`src/rtl/fetch_stage.sv`:
```
// rtl/fetch_stage.sv - PC/fetch FSM feeding WAY icache slots per cycle into inst_buff
//
// fetch_out packs WAY packets of 97 bits each, slot i at [i*97 +: 97]:
//   [96] valid, [95:64] inst, [63:32] PC, [31:0] NPC.

`ifndef WAY
`define WAY 2
`endif
`ifndef WAY_CNT_LEN
`define WAY_CNT_LEN 2
`endif

module fetch_stage #(
    parameter int          WAY      = `WAY,
    parameter logic [31:0] RESET_PC = 32'h0
) (
    input  logic                    clock,
    input  logic                    reset,
    input  logic                    fetch_flush,
    input  logic [31:0]             fetch_target_pc,
    output logic [31:0]             icache_req_pc,
    input  logic [WAY-1:0]          icache_hit,
    input  logic [WAY*32-1:0]       icache_data,
    output logic                    icache_miss_req,
    input  logic                    icache_fill_done,
    output logic [WAY*97-1:0]       fetch_out,
    input  logic [`WAY_CNT_LEN-1:0] inst_buff_num_fetched,
    output logic [1:0]              fetch_state
);

    localparam logic [31:0] WFI_INST = 32'h10500073;

    typedef enum logic [1:0] {
        RUN       = 2'd0,
        MISS_REQ  = 2'd1,
        MISS_WAIT = 2'd2,
        HALTED    = 2'd3
    } state_t;

    state_t      state_q, state_d;
    logic [31:0] pc_q, pc_d;
    logic        ignore_fill_q, ignore_fill_d;

    logic [WAY-1:0]          slot_valid;
    logic [WAY-1:0]          slot_wfi;
    logic [`WAY_CNT_LEN-1:0] valid_cnt;
    logic [`WAY_CNT_LEN-1:0] num_acc;
    logic                    wfi_taken;
    logic                    chain;

    assign icache_req_pc = pc_q;
    assign fetch_state   = state_q;
    // Depends only on registered state and control inputs, never on hit/data.
    // A flush in MISS_REQ suppresses the pulse so no orphan fill is ever requested.
    assign icache_miss_req = (state_q == MISS_REQ) && !ignore_fill_q && !reset && !fetch_flush;

    // Slot validity: contiguous hit prefix, cut after the first WFI, none under flush/reset.
    always_comb begin
        slot_valid = '0;
        slot_wfi   = '0;
        valid_cnt  = '0;
        fetch_out  = '0;
        chain      = (state_q == RUN) && !fetch_flush && !reset;
        for (int i = 0; i < WAY; i++) begin
            slot_wfi[i]   = (icache_data[i*32 +: 32] == WFI_INST);
            slot_valid[i] = chain && icache_hit[i];
            chain         = slot_valid[i] && !slot_wfi[i];
            if (slot_valid[i]) begin
                valid_cnt = valid_cnt + 1'b1;
                fetch_out[i*97 +: 97] = {1'b1, icache_data[i*32 +: 32],
                                         pc_q + 32'(4 * i), pc_q + 32'(4 * (i + 1))};
            end
        end
    end

    // Clamp the accepted count to the valid prefix and detect an accepted WFI.
    always_comb begin
        num_acc   = (inst_buff_num_fetched > valid_cnt) ? valid_cnt : inst_buff_num_fetched;
        wfi_taken = 1'b0;
        for (int i = 0; i < WAY; i++) begin
            if (slot_valid[i] && slot_wfi[i] && (i < int'(num_acc))) begin
                wfi_taken = 1'b1;
            end
        end
    end

    // Next PC, FSM state and stale-fill filter.
    always_comb begin
        state_d       = state_q;
        pc_d          = pc_q;
        ignore_fill_d = ignore_fill_q;

        if (icache_fill_done && ignore_fill_q) begin
            ignore_fill_d = 1'b0;
        end else if (fetch_flush && (state_q == MISS_WAIT) && !icache_fill_done) begin
            ignore_fill_d = 1'b1;
        end

        if (fetch_flush) begin
            state_d = RUN;
            pc_d    = fetch_target_pc;
        end else begin
            case (state_q)
                RUN: begin
                    if (!icache_hit[0]) begin
                        state_d = MISS_REQ;
                    end else begin
                        // A WFI ends the valid prefix, so when it is accepted it is the
                        // last accepted slot and PC + 4*num is exactly its NPC.
                        pc_d = pc_q + (32'(num_acc) << 2);
                        if (wfi_taken) begin
                            state_d = HALTED;
                        end
                    end
                end
                MISS_REQ: begin
                    if (!ignore_fill_q) begin
                        state_d = MISS_WAIT;
                    end
                end
                MISS_WAIT: begin
                    if (icache_fill_done && !ignore_fill_q) begin
                        state_d = RUN;
                    end
                end
                default: begin
                    state_d = HALTED;
                end
            endcase
        end
    end

    // State registers with synchronous active-high reset.
    always_ff @(posedge clock) begin
        if (reset) begin
            state_q       <= RUN;
            pc_q          <= RESET_PC;
            ignore_fill_q <= 1'b0;
        end else begin
            state_q       <= state_d;
            pc_q          <= pc_d;
            ignore_fill_q <= ignore_fill_d;
        end
    end

endmodule

```
`config.mk`:
```
export PLATFORM = sky130hd
export DESIGN_NAME = fetch_stage
export DESIGN_NICKNAME = d
export VERILOG_FILES = /design/src/rtl/fetch_stage.sv
export SDC_FILE = /design/constraint.sdc
export NUM_CORES = 1
export LEC_CHECK = 0
export BUFFER_PORTS_ARGS = -buffer_cell sky130_fd_sc_hd__buf_2
export CORE_AREA = 3 3 128 130
export DETAILED_ROUTE_END_ITERATION = 10
export DIE_AREA = 0 0 131 133
export PLACE_DENSITY = 0.61
export SLEW_MARGIN = 10
export SYNTH_ARGS = -nofsm -noshare
export SYNTH_HDL_FRONTEND = slang
export SYNTH_SLANG_ARGS = --single-unit
```
`constraint.sdc`:
```
create_clock -name clock -period 6.8 [get_ports clock]
set_input_delay 1.36 -clock clock [delete_from_list [all_inputs] [get_ports clock]]
set_output_delay 1.36 -clock clock [all_outputs]
set_load 0.005 [all_outputs]
```
==> flow_metrics.tcl <==
set metrics [dict create \
    yosys.area.top_type "dfxtp_1" \
    slowest_stage "or4_1" \
    clock-root-buffer "clkbuf_16" \
    cts_tree "yes" \
    synth.ff_latch_count 35 \
    syn2layout_area_growth_pct 42.3 \
    intPower_w 0.000512 \
    routed-wl-met3_um 1630 \
    met1_length_um 9110 \
    maxCapViolCount 0 \
    drcViolationCount 0 \
    num_io_pins 333 \
    top_layer "met4" \
    place_hpwl_um 16500 \
    worstMarginPinSlew_ns 1.03 \
    dieArea_um2 17400 \
    insertion_delay_ns 0.28 \
    totalPowerFinal_w 0.000734 \
    rsz0062_at_grt "no" \
    cp-startpoint "icache_data[8]" \
    peakVddDrop_v 0.0000979 \
    p_comb_frac 0.236 \
    htree_levels 2 \
    grt_pass1_wl_um 29400 \
    min_path_type "register to register" \
    max_stage_delay_ns 0.53 \
    drt_iter0_markers 385 \
    power_frac_clock 0.410 \
    wl_um 20400 \
    start_kind "input pin" \
    fin_setup_tns_ns 0 \
    dieHeight_um 133 \
    grt_pass1_vias 5019 \
    hold_buffers 0 \
    start_util 0.285 \
    syn_area_per_cell_um2 6.73 \
    min_path_cells 2 \
    r2r_end "icache_req_pc[18]$_SDFFE_PP0P_" \
    cts_resized 0 \
    rrSetupSlack_ns 2.26 \
    power_frac_seq 0.354 \
    die_w_um 131 \
    crit_end "icache_req_pc[18]$_SDFFE_PP0P_" \
    reg2reg_from "fetch_state[1]$_SDFFE_PP0P_" \
    grt_usage 0.216 \
    netlist_instances 647 \
    grt-ovfl-total 0 \
    drv_slew 0 \
    cp_max_fo 39 \
    p_leak_nw 3.16 \
    num_vias 5481 \
    postLayoutCoreUtil 0.406 \
    cts_max_path_buffers 2 \
    post_cts_buffers 0 \
    power.share.switching 0.303 \
    arrival_ns 5.67 \
    finalHoldViolCount 0 \
    status "completed" \
    via_per_inst 4.80 \
    relSlewSlack 0.311 \
    cp_top_family "simple AND/OR/NAND/NOR gates" \
    finalInstanceArea_um2 6190 \
    worstPathRequired_ns 6.99 \
    synth_top_area_share 0.161 \
    cts_buffers 5 \
    clock_skew_ns 0.00537 \
    antenna_cells 0 \
    grt_start_max_net_pins 66 \
    worstSetupEndpointType "register" \
    synthFlopType "dfxtp_1" \
    place_congestion 0.911 \
    seq_area_frac_synth 0.161 \
    netlist_area_um2 4350 \
    path_depth 18 \
    synth_edf_count 0 \
    row_count 45 \
    path_cells "buf_2 > or4_1 > nor4_2 > a21o_2 > inv_2 > ha_1 > inv_1 > ha_1 > nor2b_1 > o21ai_0 > mux2_2 > ha_1 > fa_1 > nand3_1 > or2_1 > or3_4 > or3_1 > a311oi_1" \
    syn_nets 764 \
    met2_length_um 9340 \
    ys_warn_count 0 \
    port_buffers 332 \
    period_needed_ns 5.47 \
    drtPass1Iterations 5 \
    synthTopCellsByArea "dfxtp_1 (16%), and2_1 (15%), nor2_1 (12%)" \
    period_share 0.805 \
    cp_common_cell "ha_1" \
    nets 1047 \
    drive_gt1_frac 0.388 \
    holdWs_ns 0.514 \
    crit_type "input pin to register" \
    worst-path-buf-inv 3 \
    ys_types 51 \
    path_clk_slew_ns 0.06 \
    reg2regPathDepth 21 \
    setup_viol 0 \
    power.density_nw_per_um2 119 \
    switchingPower_w 0.000222 \
    wl_per_cell_um 17.9 \
    cts_sinks 35 \
    place_area_um2 6000 \
    fmax_mhz 183 \
    antenna_found_initial 0 \
    coreArea_um2 15300 \
    drtAntennaViolNets 0 \
    ys_async_sr_fraction 0 \
]
==> registers in the layout, indices dropped and copies added, names as in the netlist <==
signal         count
fetch_state        2
icache_req_pc     32
ignore_fill_q      1
==> synth_stat cells (all sizes together) (7+ instances only) <==
cell and n:
xnor2 37, mux2i 7, o21ai 7, ha 12, nand2 56, dfxtp 35, nand3 19, nand4 16
nor2 137, xor2 40, a211oi 11, or3 11, nor4b 8, and2 103, buf 36, inv 10
clkbuf 26, a21oi 22, nor3 12, nor4 8
==> power by group through the flow <==
stage | registers [W] | clock network, W | logic (W)
finish | 0.000260 | 0.000301 | 0.000173
global route | 0.000262 | 0.000314 | 0.000193
CTS | 0.000258 | 0.000305 | 0.000174
detailed placement | 0.000263 | 0 | 0.000173
global placement | 0.000263 | 0 | 0.000172
floorplan | 0.000232 | 0 | 0.000112
==> worst min-delay path by stage <==
stage                                start  slack, ns                     endpoint
6_report       fetch_state[0]$_SDFFE_PP0P_       0.51  fetch_state[0]$_SDFFE_PP0P_
5_1_grt         ignore_fill_q$_SDFFE_PP0P_       0.55   ignore_fill_q$_SDFFE_PP0P_
4_1_cts        fetch_state[0]$_SDFFE_PP0P_       0.52  fetch_state[0]$_SDFFE_PP0P_
3_5_place_dp   fetch_state[0]$_SDFFE_PP0P_       0.51  fetch_state[0]$_SDFFE_PP0P_
3_3_place_gp   fetch_state[0]$_SDFFE_PP0P_       0.51  fetch_state[0]$_SDFFE_PP0P_
2_1_floorplan   ignore_fill_q$_SDFFE_PP0P_       0.49   ignore_fill_q$_SDFFE_PP0P_
==> per-layer routing <==
layer / track usage / up-vias
met2: 0.350 / 270
met1: 0.302 / 2516
met5: 0 / -
li1: - / 2671
met3: 0.0303 / 24
met4: 0.0440 / 0
==> worst reg2reg max path: stages, from the launching register on <==
cell and delay (ns):
dfxtp_1 0.34, inv_1 0.10, ha_1 0.19, and2_1 0.21, nand2_1 0.10, clkinv_1 0.07, nand2_1 0.05, a21o_2 0.20
inv_2 0.36, ha_1 0.25, inv_1 0.05, ha_1 0.27, nor2b_1 0.13, o21ai_0 0.15, mux2_2 0.20, ha_1 0.18
fa_1 0.17, nand3_1 0.12, or2_1 0.35, or3_4 0.40, or3_1 0.31, a311oi_1 0.25
==> per-stage QoR <==
step | cells | setup WS (ns)
floorplan | 647 | 1.51
global route | 1142 | 0.987
finish | 1142 | 1.33
global placement | 1134 | 1.09
detailed placement | 1134 | 1.03
CTS | 1142 | 1.32
==> logic make-up (layout without fill, tap and decap cells) <==
group                      Yosys count  after routing  synth area share
AOI/OAI and AO/OA                   47             47            0.0696
DFF                                 35             35             0.161
xor gates and xnor gates            77             77             0.155
muxes                                8              8            0.0187
buffers and inverters               73            357            0.0837
adders and majority gates           13             13            0.0391
and+or+nand+nor                    394            394             0.473
==> area by class of cell <==
type | instances | area, um^2
clock buffer | 5 | 125
clock inverter | 3 | 67.6
fill | 1670 | 9070
inverter | 11 | 41.3
multi-input combinational | 539 | 3290
sequential | 35 | 701
tap | 211 | 264
timing repair buffer | 338 | 1710
==> layout by cell type (no fill, tap or decap), drive strengths merged, types with 3 or more instances in the layout <==
cell,netlist,routed
nor4,8,8
a21oi,22,22
or2,3,3
xnor2,37,37
ha,12,12
nor4b,8,8
nand2,56,56
or3,11,11
dfxtp,35,35
nor3,12,12
clkbuf,26,5
o21ai,7,7
a211oi,11,11
inv,10,9
and3,6,6
and2,103,103
nand4,16,16
nand3,19,19
xor2,40,40
nor2,137,137
buf,36,338
mux2i,7,7
and4,5,5
Note: power is estimated with default switching activity, not from simulation.
